## src/rtl/program_mem_pkg.sv

```systemverilog
// ----------------------------------------------------------------------------
// program_mem_pkg
//
// Purpose:
//   Shared definitions for the Jac1-8 instruction memory. This package holds
//   the default geometry of the program ROM, the instruction word type, the
//   NOP encoding and the fixed program image. The image is a constant array
//   so that CPU-level benches can reuse it.
//
// Contents:
//   PC_WIDTH      - default width of the program-counter address
//   DataWidth     - default width of one instruction word
//   CMD_CNT       - number of implemented ROM words (addresses 0..CMD_CNT-1)
//   ROM_ADDR_W    - address bits needed to index the implemented words
//   word_t        - instruction word type
//   NOP           - all-zero instruction returned for empty/out-of-range words
//   PROGRAM_IMAGE - the program, one entry per implemented address
// ----------------------------------------------------------------------------
`timescale 1ns/1ps

package program_mem_pkg;

    localparam int PC_WIDTH   = 8;
    localparam int DataWidth  = 16;
    localparam int CMD_CNT    = 64;
    localparam int ROM_ADDR_W = $clog2(CMD_CNT);

    typedef logic [DataWidth-1:0] word_t;

    localparam word_t NOP = 16'h0000;

    // Program image, eight words per line, address 0 first.
    localparam word_t PROGRAM_IMAGE [CMD_CNT] = '{
        16'h4903, 16'h4A14, 16'h4BF0, 16'h0910, 16'h1918, 16'h480F, 16'h2008, 16'h2918,
        16'h3308, 16'h1308, 16'h8802, 16'h0000, 16'h0000, 16'h3902, 16'h4204, 16'h9003,
        16'h0000, 16'h0000, 16'h0000, 16'h1210, 16'h8801, 16'h0000, 16'h9801, 16'h0000,
        16'h0910, 16'h9801, 16'h0000, 16'h5100, 16'hA001, 16'h5008, 16'hA001, 16'h0000,
        16'h8008, 16'h0000, 16'h0000, 16'h0000, 16'h0000, 16'h0000, 16'h0000, 16'h0000,
        16'h0000, 16'h0000, 16'h0000, 16'h0000, 16'h0000, 16'h0000, 16'h0000, 16'h0000,
        16'h0000, 16'h0000, 16'h0000, 16'h0000, 16'h0000, 16'h0000, 16'h0000, 16'h0000,
        16'h0000, 16'h0000, 16'h0000, 16'h0000, 16'h0000, 16'h0000, 16'h0000, 16'h0000
    };

endpackage

```

## src/rtl/program_rom.sv

```systemverilog
// ----------------------------------------------------------------------------
// program_rom
//
// Purpose:
//   Purely combinational lookup from a program-counter value to the
//   instruction word stored at that address. Addresses at or beyond the
//   implemented depth return NOP; there is no wrap-around.
//
// Ports:
//   addr - instruction address (PC_WIDTH bits)
//   word - instruction word at addr, or NOP when addr is out of range
// ----------------------------------------------------------------------------
`timescale 1ns/1ps

module program_rom
    import program_mem_pkg::*;
#(
    parameter int PC_WIDTH  = program_mem_pkg::PC_WIDTH,
    parameter int DataWidth = program_mem_pkg::DataWidth,
    parameter int CMD_CNT   = program_mem_pkg::CMD_CNT
) (
    input  logic [PC_WIDTH-1:0]  addr,
    output logic [DataWidth-1:0] word
);

    // The address is widened to 32 bits so the range check compares
    // like-sized operands whatever PC_WIDTH is chosen.
    logic [31:0]           addr_ext;
    logic                  in_range;
    logic [ROM_ADDR_W-1:0] rom_index;

    assign addr_ext  = 32'(addr);
    assign in_range  = (addr_ext < 32'(CMD_CNT));
    assign rom_index = addr_ext[ROM_ADDR_W-1:0];

    // Only the low index bits select a word; the upper bits are consulted
    // solely through in_range, which forces NOP for unimplemented addresses.
    always_comb begin
        word = DataWidth'(NOP);
        if (in_range) begin
            word = DataWidth'(PROGRAM_IMAGE[rom_index]);
        end
    end

endmodule

```

## src/rtl/program_mem.sv

```systemverilog
// ----------------------------------------------------------------------------
// program_mem
//
// Purpose:
//   Read-only instruction memory for the Jac1-8 CPU. The program counter is
//   sampled on each rising clock edge and the addressed instruction word is
//   presented on ir one edge later. The lookup itself is combinational; only
//   the output register is clocked. An active-low asynchronous reset clears
//   ir to NOP immediately.
//
// Ports:
//   clk   - system clock, rising-edge active
//   res_n - asynchronous active-low reset
//   pc    - instruction address (PC_WIDTH bits)
//   ir    - registered instruction word (DataWidth bits)
// ----------------------------------------------------------------------------
`timescale 1ns/1ps

module program_mem
    import program_mem_pkg::*;
#(
    parameter int PC_WIDTH  = program_mem_pkg::PC_WIDTH,
    parameter int DataWidth = program_mem_pkg::DataWidth,
    parameter int CMD_CNT   = program_mem_pkg::CMD_CNT
) (
    input  logic                 clk,
    input  logic                 res_n,
    input  logic [PC_WIDTH-1:0]  pc,
    output logic [DataWidth-1:0] ir
);

    logic [DataWidth-1:0] rom_word;
    logic [DataWidth-1:0] ir_d;
    logic [DataWidth-1:0] ir_q;

    program_rom #(
        .PC_WIDTH  (PC_WIDTH),
        .DataWidth (DataWidth),
        .CMD_CNT   (CMD_CNT)
    ) u_program_rom (
        .addr (pc),
        .word (rom_word)
    );

    always_comb begin
        ir_d = rom_word;
    end

    // Reset clears the instruction register without waiting for a clock so
    // the decoder sees a NOP as soon as the CPU is held in reset.
    always_ff @(posedge clk or negedge res_n) begin
        if (!res_n) begin
            ir_q <= DataWidth'(NOP);
        end else begin
            ir_q <= ir_d;
        end
    end

    assign ir = ir_q;

endmodule

```

## config.mk

```make
export PLATFORM = sky130hd
export DESIGN_NAME = program_mem
export DESIGN_NICKNAME = d
export VERILOG_FILES = /design/src/rtl/program_mem_pkg.sv /design/src/rtl/program_rom.sv /design/src/rtl/program_mem.sv
export SDC_FILE = /design/constraint.sdc
export NUM_CORES = 1
export LEC_CHECK = 0
export ABC_AREA = 0
export BUFFER_PORTS_ARGS = -buffer_cell sky130_fd_sc_hd__clkbuf_2
export CORE_UTILIZATION = 30
export CTS_BUF_LIST = sky130_fd_sc_hd__clkbuf_8
export CTS_CLUSTER_DIAMETER = 40
export DETAILED_ROUTE_END_ITERATION = 10
export SYNTH_ARGS = -nofsm -noshare
export SYNTH_HDL_FRONTEND = slang
export SYNTH_HIERARCHICAL = 1
export SYNTH_SLANG_ARGS = --single-unit
```

## constraint.sdc

```tcl
create_clock -name clk -period 0.8 [get_ports clk]
set_input_delay 0.12 -clock clk [delete_from_list [all_inputs] [get_ports clk]]
set_output_delay 0.12 -clock clk [all_outputs]
set_load 0.01 [all_outputs]
```

# ---- Word-level counts from Yosys, hierarchy flattened
# Memories as Yosys holds them, arrays and structs flattened.
# Cells that the tools add are included.
dict set report totals {
  reg_bits 16
  latch_bits 0
  ramBits 0
  rom_bits 1024
  inputBits 10
  out_inout_bits 16
  word_cells 8
  mem_count 1
}
dict set report classes {
  add_sub_neg 0
  n_mul 0
  n_div 0
  magnitude_cmp 2
  eq_ne 0
  shifts 0
  mux 3
  bitwise_logic 1
  n_reduce_logical 0
}
# name words word_bits read_ports rd_ports_with_merged_regs wr line
set mem_list {}
lappend mem_list {{(no name shown)} 64 16 1 0 0 program_rom.sv:41} ;# word = DataWidth'(PROGRAM_IMAGE[rom_index]);
# op count
set op_table {}
lappend op_table {{2-to-1 mux 16 bit} 3}
lappend op_table {{< comparator 8 x 7 -> 1 bit, second input constant} 1}
lappend op_table {{>= comparator 7 bit, second input constant} 1}
lappend op_table {{NOT 6 -> 7 bit} 1}

# ---- Depth between registers and ports, before layout
# Gate-level depths: netlist of the first run.
dict set report logic_depth {
  ltp_word 5
  ltp_mapped 5
  mapped_depth_nobuf 5
}

# ---- Cells and area by module
# Netlist of the first run, hierarchy kept.
# mod n_inst cells_per_inst area_per_inst_um2 seq_area_each_um2
set modules_own_cells {}
lappend modules_own_cells {program_rom 1 89 624.3 0.0}
lappend modules_own_cells {program_mem 1 16 400.4 400.4}

# ---- Worst setup path before layout of the first run
# OpenSTA, ideal clock, no wires.
dict set report synth_timing {
  kind {input-to-reg}
  from {in pc[1]}
  to {reg ir_q[15] (netlist: ir[15])}
  setup_ps 77
  arrival_ps 1254
  required_time_ps 723
  setup_slack_ps -531
  path_stages 5
  path_buffers 0
  cell_sequence {inv_1 ha_1 or4b_1 a211o_1 a21oi_1}
}
dict set report synth_via {
  elab_chain_len 5
  elab_cells_between_ends 6
  cone_classes {order compare: 1; mux: 3; bitwise: 1; memory: 1}
}
# element line
set synth_lines {}
lappend synth_lines {{start, declared} program_mem.sv:28} ;# input logic [PC_WIDTH-1:0] pc,
lappend synth_lines {{NOT 6 -> 7 bit (implied by the code)} program_rom.sv:41}
lappend synth_lines {{memory (64 x 16 bit)} n/a}
lappend synth_lines {{2-to-1 mux 16 bit (implied by the code) (2 in series)} program_rom.sv:41}
lappend synth_lines {{2-to-1 mux 16 bit (*)} program_rom.sv:40} ;# if (in_range) begin
lappend synth_lines {{via ir_d[15]} program_mem.sv:33} ;# logic [DataWidth-1:0] ir_d;
lappend synth_lines {{end signal, assigned} program_mem.sv:53} ;# ir_q <= DataWidth'(NOP);
lappend synth_lines {{end signal, assigned} program_mem.sv:55} ;# ir_q <= ir_d;
lappend synth_lines {{end, declared} program_mem.sv:34} ;# logic [DataWidth-1:0] ir_q;
# Mark *: on every way through the listed nets, which the timed path passes. The rest lies on a longest branch. The select of a mux whose other input is x is not followed.

# ---- Worst setup path after layout of the first run
dict set report layout_timing {
  from {in pc[1]}
  to {reg ir_q[3] (netlist: ir[3])}
}
# The elaborated chain is that of the path after synthesis.

==> metrics, run 1 <==
I/O pin total=26; Worst Path Max Fanout=4; WL/cell=14.11 um; Max-Cap Viols=0; CTS Buf Count=3; Slowest Stage Delay on Critical Path=440 ps; Synth Area in Simple Gates=0.1770; share of layout cells above drive strength 1=0.5409; cell taking the most area after synthesis=dfrtp_1; Hold Fails Final Rpt=0; Final Max Tran Viols=0; Yosys warnings=6; clock slew seen by the registers of the worst setup and hold paths=60 ps; Critical Path RT=~980 ps; Worst setup SP type=input pin; static leakage=just over 0.8 nW; commonest cells after routing, fill and taps aside=buf_4 (26), clkbuf_2 (21), dfrtp_1 (16); DRC violations left=0; CP endpoint kind=register; Non-Filler Instances=203; vias per std cell=5.030; CTS tree=yes; syn_nets=121; Largest register FFs=16; Cell Pwr Density=1263 nW/um2; initial drt markers=30; xor/xnor share of the synthesized area=0; I/O Buffers=25; Placed Cells=194; # setup viols final=28; slowest stage cell, crit path=or4b_1; die width=60.45 um; unrepaired setup endpoints after global routing=yes; Crit Path Category=input pin to register; DRT Wirelength=approximately 2.9 mm; Layout Area Growth over Synthesis=63.13%; Worst Setup SP=pc[1]; crit-path cells=clkbuf_16 > inv_16 > ha_4 > or4b_1 > a211o_1 > a21oi_2; H-tree Lvls=1; Synth Area in Adders=0.07326; worst setup path endpoint=ir[3]; GRT Util Overall=0.1684; largest net degree at the start of global routing=22; crit path time final=1112 ps; Max clock buf depth=2; Worst Min Path Start=pc[5]; Pre-antenna DRT Iters=4; Max Clock Freq=~900 MHz; die height=60.45 um; Root Buffer=clkbuf_8; Antenna Cells=0; Sink Count=16; grt total ovfl=0; Hold/Removal Path Class=input pin to register; post-synthesis mux area share=0.09524; Unique masters post-synth=39; vias in the first global route=about 960; Arr. time, crit path=1290 ps; compound-gate portion of the synthesized area=0.1893; top cells by area, synth=dfrtp_1 (39%), ha_1 (7.3%), a211oi_1 (5.9%); most common cell after layout, fill and taps aside=buf_4; initial antenna violation count=0; effective utilization at floorplan=0.3250; die area=roughly 3700 um2; Core Area=3153 um2; DP HPWL=between 1.5 and 2 mm; row cnt=20; worst hold path depth=4; worst hold slack=roughly 270 ps; NumNets Final=176; first-pass GRT wire length=4.416 mm; Avg Cell Area, Syn=9.759 um2; total power=around 0.0021 W; violations in the final reports=negative setup slack; Synth top area share=0.3907; largest family of logic cells by synthesized area=compound AO/OA/AOI/OAI gates; status=complete, but fails checks; gpl congestion=0.8411; Cells after Synth=105; Post-DRT Antenna Nets=0; Mapped Area=approximately 1000 um2; fin worst setup slack=-311.5 ps; sequential area share after synthesis=0.3907; Final Cycle Share=1.389; total number of vias=1021; #FFs+latches synth=16; maximum vdd ir drop=0.5272 mV
==> critical path, delay by kind of cell <==
family	cells	cell delay (ps)
fa+ha+maj	1	110
compound gates	2	430
simple gates	1	440
buf+inv	2	190
==> how the worst min path moves through the flow <==
stage,end,slack [ps]
floorplan,ir[0],-180
global placement,ir[10],50
detailed placement,ir[4],60
CTS,ir[3],250
global route,ir[15],280
finish,ir[15],270
==> logic make-up after synthesis <==
group | count (synthesis)
and+or+nand+nor | 31
AOI/OAI and AO/OA | 29
DFF | 16
buffers and inverters | 15
muxes | 7
adders and majority gates | 6
other | 1
==> cell type report <==
cell class / count / area, um2
fill: 298 / 1481
tap: 44 / 55.05
sequential: 16 / 400.4
inverter: 5 / 50.05
multi-input combinational: 74 / 656.9
timing repair buffer: 60 / 454.2
clock buffer: 4 / 55.05
==> synthesized netlist by cell type, drive strengths merged <==
library cell,count
conb,1
a31oi,2
or3,2
nor2,6
a2111oi,1
and4,1
dfrtp,16
nand3,1
mux2,2
nor2b,3
o31a,1
and2,1
nor4,1
clkbuf,3
a211o,1
nand2,2
nor3,3
ha,6
nand2b,3
mux4,2
buf,7
a211oi,8
inv,5
a21boi,1
mux2i,3
nand3b,1
or4b,1
o211a,1
o21bai,1
a21oi,7
o21ai,4
and3b,1
o31ai,1
and3,3
a21o,1
nor3b,2
==> power by group <==
part	switching, W	leakage, nW	internal [W]
logic	0.000282	0.557	0.000290
registers	0.00000392	0.219	0.000827
clock network	0.000271	0.0288	0.000437
==> what timing repair did <==
| action | in CTS | in global routing |
|---|---|---|
| pin swaps | 8 | 7 |
| setup endpoints to repair | 31 | 31 |
| endpoints found under the hold margin | 16 | 0 |
| hold buffers | 1 | 0 |
| cloned | 0 | 1 |
| buffers inserted | 2 | 2 |
| resized for setup | 17 | 18 |
==> through the flow <==
stage / setup TNS (ps) / util / area, um2 / setup WS (ps)
6_report: -3090 / 0.5302 / 1672 / -311.5
3_3_place_gp: -7186 / 0.4540 / 1431 / -629.5
3_5_place_dp: -7505 / 0.4540 / 1431 / -663.3
5_1_grt: -3993 / 0.5302 / 1672 / -318.5
2_1_floorplan: -2253 / - / 1091 / -352.5
4_1_cts: -2962 / 0.5048 / 1592 / -331.6
==> routing by layer <==
layer	wire length, um	vias up	track usage	share of wire
li1	-	486	-	-
met3	114	5	0.02132	0.040
met2	1495	30	0.2936	0.52
met1	1188	500	0.1947	0.41
met4	66	0	0.1071	0.023
met5	0	-	0	0
(Power assumes the default switching activity.)
==> run 2, diff against run 1 <==
--- a/config.mk
+++ b/config.mk
@@ -6,11 +6,12 @@
 export NUM_CORES = 1
 export LEC_CHECK = 0
 export ABC_AREA = 0
-export BUFFER_PORTS_ARGS = -buffer_cell sky130_fd_sc_hd__clkbuf_2
 export CORE_UTILIZATION = 30
 export CTS_BUF_LIST = sky130_fd_sc_hd__clkbuf_8
 export CTS_CLUSTER_DIAMETER = 40
 export DETAILED_ROUTE_END_ITERATION = 10
+export DONT_BUFFER_PORTS = 1
+export SLEW_MARGIN = 20
 export SYNTH_ARGS = -nofsm -noshare
 export SYNTH_HDL_FRONTEND = slang
 export SYNTH_HIERARCHICAL = 1
==> run 2 against run 1 <==
  * The run ends with negative hold slack, negative setup slack left
  * Die area unchanged
  * Utilization is 10 points lower
  * First-iteration DRC count is 23% higher
  * Worst setup slack improved by 170 ps
==> metrics, run 2 (synthesized netlist as in run 1, its figures left out) <==
vias in the first global route=805; Core Area=3153 um2; gpl congestion=0.7868; largest net degree at the start of global routing=25; share of layout cells above drive strength 1=0.3478; crit path time final=939.4 ps; Max clock buf depth=2; Sink Count=16; DRC violations left=0; I/O Buffers=0; Max-Cap Viols=0; CP endpoint kind=register; Final Cycle Share=1.174; Worst Path Max Fanout=6; row cnt=20; fin worst setup slack=-139.4 ps; die height=60.45 um; die width=60.45 um; gr busiest metal=met1; static leakage=0.5914 nW; Max Clock Freq=1065 MHz; Largest register FFs=16; clock slew seen by the registers of the worst setup and hold paths=60 ps; H-tree Lvls=1; met3 usage=0.02132; CTS tree=yes; Pre-antenna DRT Iters=4; Post-DRT Antenna Nets=0; initial drt markers=37; Crit Path Category=input pin to register; Layout Area Growth over Synthesis=31.01%; clock power share=0.368; Antenna Cells=0; combinational fraction of design power=0.180; GR Util met2=0.2119; GRT Util Overall=0.1500; violations in the final reports=negative hold slack, negative setup slack; commonest cells after routing, fill and taps aside=dfrtp_1 (16), buf_4 (13), a21oi_1 (7); die area=3654 um2; vias per std cell=5.346; initial antenna violation count=0; I/O pin total=26; GRT met1 Usage=0.2178; multi-input logic area=644.4 um2; Arr. time, crit path=around 1100 ps; unrepaired setup endpoints after global routing=yes; Root Buffer=clkbuf_8; Final Max Tran Viols=0; first-pass GRT wire length=4.002 mm; Internal Power=0.001442 W; CTS Buf Count=3; sequential cell area=400.4 um2; worst hold slack=-14.29 ps; most common cell after layout, fill and taps aside=dfrtp_1; status=complete, but fails checks; WL/cell=16.11 um; total power=0.001868 W; Worst setup SP type=input pin; maximum vdd ir drop=roughly 0.60 mV; Worst Setup SP=pc[1]; Critical Path RT=970 ps; fillers=310; DRT Wirelength=2.562 mm; NumNets Final=132; Worst-Margin Slew=693.1 ps; DP HPWL=1.681 mm; Hold/Removal Path Class=input pin to asynchronous set/reset pin; # setup viols final=6; Switch Pwr=0.0004268 W; Hold Fails Final Rpt=16; worst rel slew slack=0.5379; grt total ovfl=0; Cell Pwr Density=roughly 1400 nW/um2; effective utilization at floorplan=0.3250; Sw Ratio=0.2284; Sequential Power Share=0.452; total number of vias=850; Layout Utilization=0.4258
-- run 2: cell types whose count changed in the layout (fill, tap and decap cells not counted), moves of 3 or more --
cell	change
buf_6	-7
a21oi_1	+4
buf_4	-13
buf_2	-3
clkbuf_2	-21
a21oi_2	-4
-- run 2: repair_timing --
item,4_1_cts,5_1_grt
resized for setup,6,11
setup buffers,1,0
endpoints found under the hold margin,20,0
endpoints found under the setup margin,9,26
cloned,0,0
pin swaps,2,6
hold buffers,3,0
-- run 2: metrics by stage --
stage / hold slack [ps] / area (um2) / TNS [ps] / instances / setup WS, ps
after global routing: 43.57 / 1343 / -621.0 / 159 / -162.0
after CTS: 39.75 / 1291 / -1614 / 160 / -130.1
final: -14.29 / 1343 / -580.8 / 159 / -139.4
after detailed placement: -175.2 / 1179 / -3928 / 152 / -399.0
after floorplan: -175.6 / 1091 / -2253 / 105 / -352.5
after global placement: -175.2 / 1179 / -3718 / 152 / -398.4
-- run 2: final cells by class --
type,count,area share
Clock buffer,4,0.04101
Multi-Input combinational cell,74,0.4800
Tap cell,44,0.04101
Inverter,5,0.04287
Timing Repair Buffer,16,0.09692
Sequential cell,16,0.2982
-- run 2: per-layer routing --
layer	part of all wire	up-vias
met5	0	-
met4	0.021	0
met3	0.051	4
met2	0.46	28
met1	0.46	419
li1	-	399
-- run 2: worst max-delay path by stage --
stage,cells after the start,slack (ps),to
CTS,5,-130,ir[3]
detailed placement,5,-400,ir[12]
global route,5,-160,ir[15]
global placement,5,-400,ir[3]
floorplan,5,-350,ir[15]
finish,5,-140,ir[15]
-- run 2: power groups by stage --
stage / clock (W) / combinational [W] / sequential, W
4_1_cts: 0.000719 / 0.000316 / 0.000844
5_1_grt: 0.000763 / 0.000359 / 0.000845
3_3_place_gp: 0 / 0.000270 / 0.000859
3_5_place_dp: 0 / 0.000271 / 0.000859
2_1_floorplan: 0 / 0.000232 / 0.000857
6_report: 0.000688 / 0.000337 / 0.000844
-- run 2: worst max-delay path, stage by stage --
cell and delay (ps):
clkinv_16 30, ha_4 120, or4b_1 430, a211o_1 290
a21oi_1 120
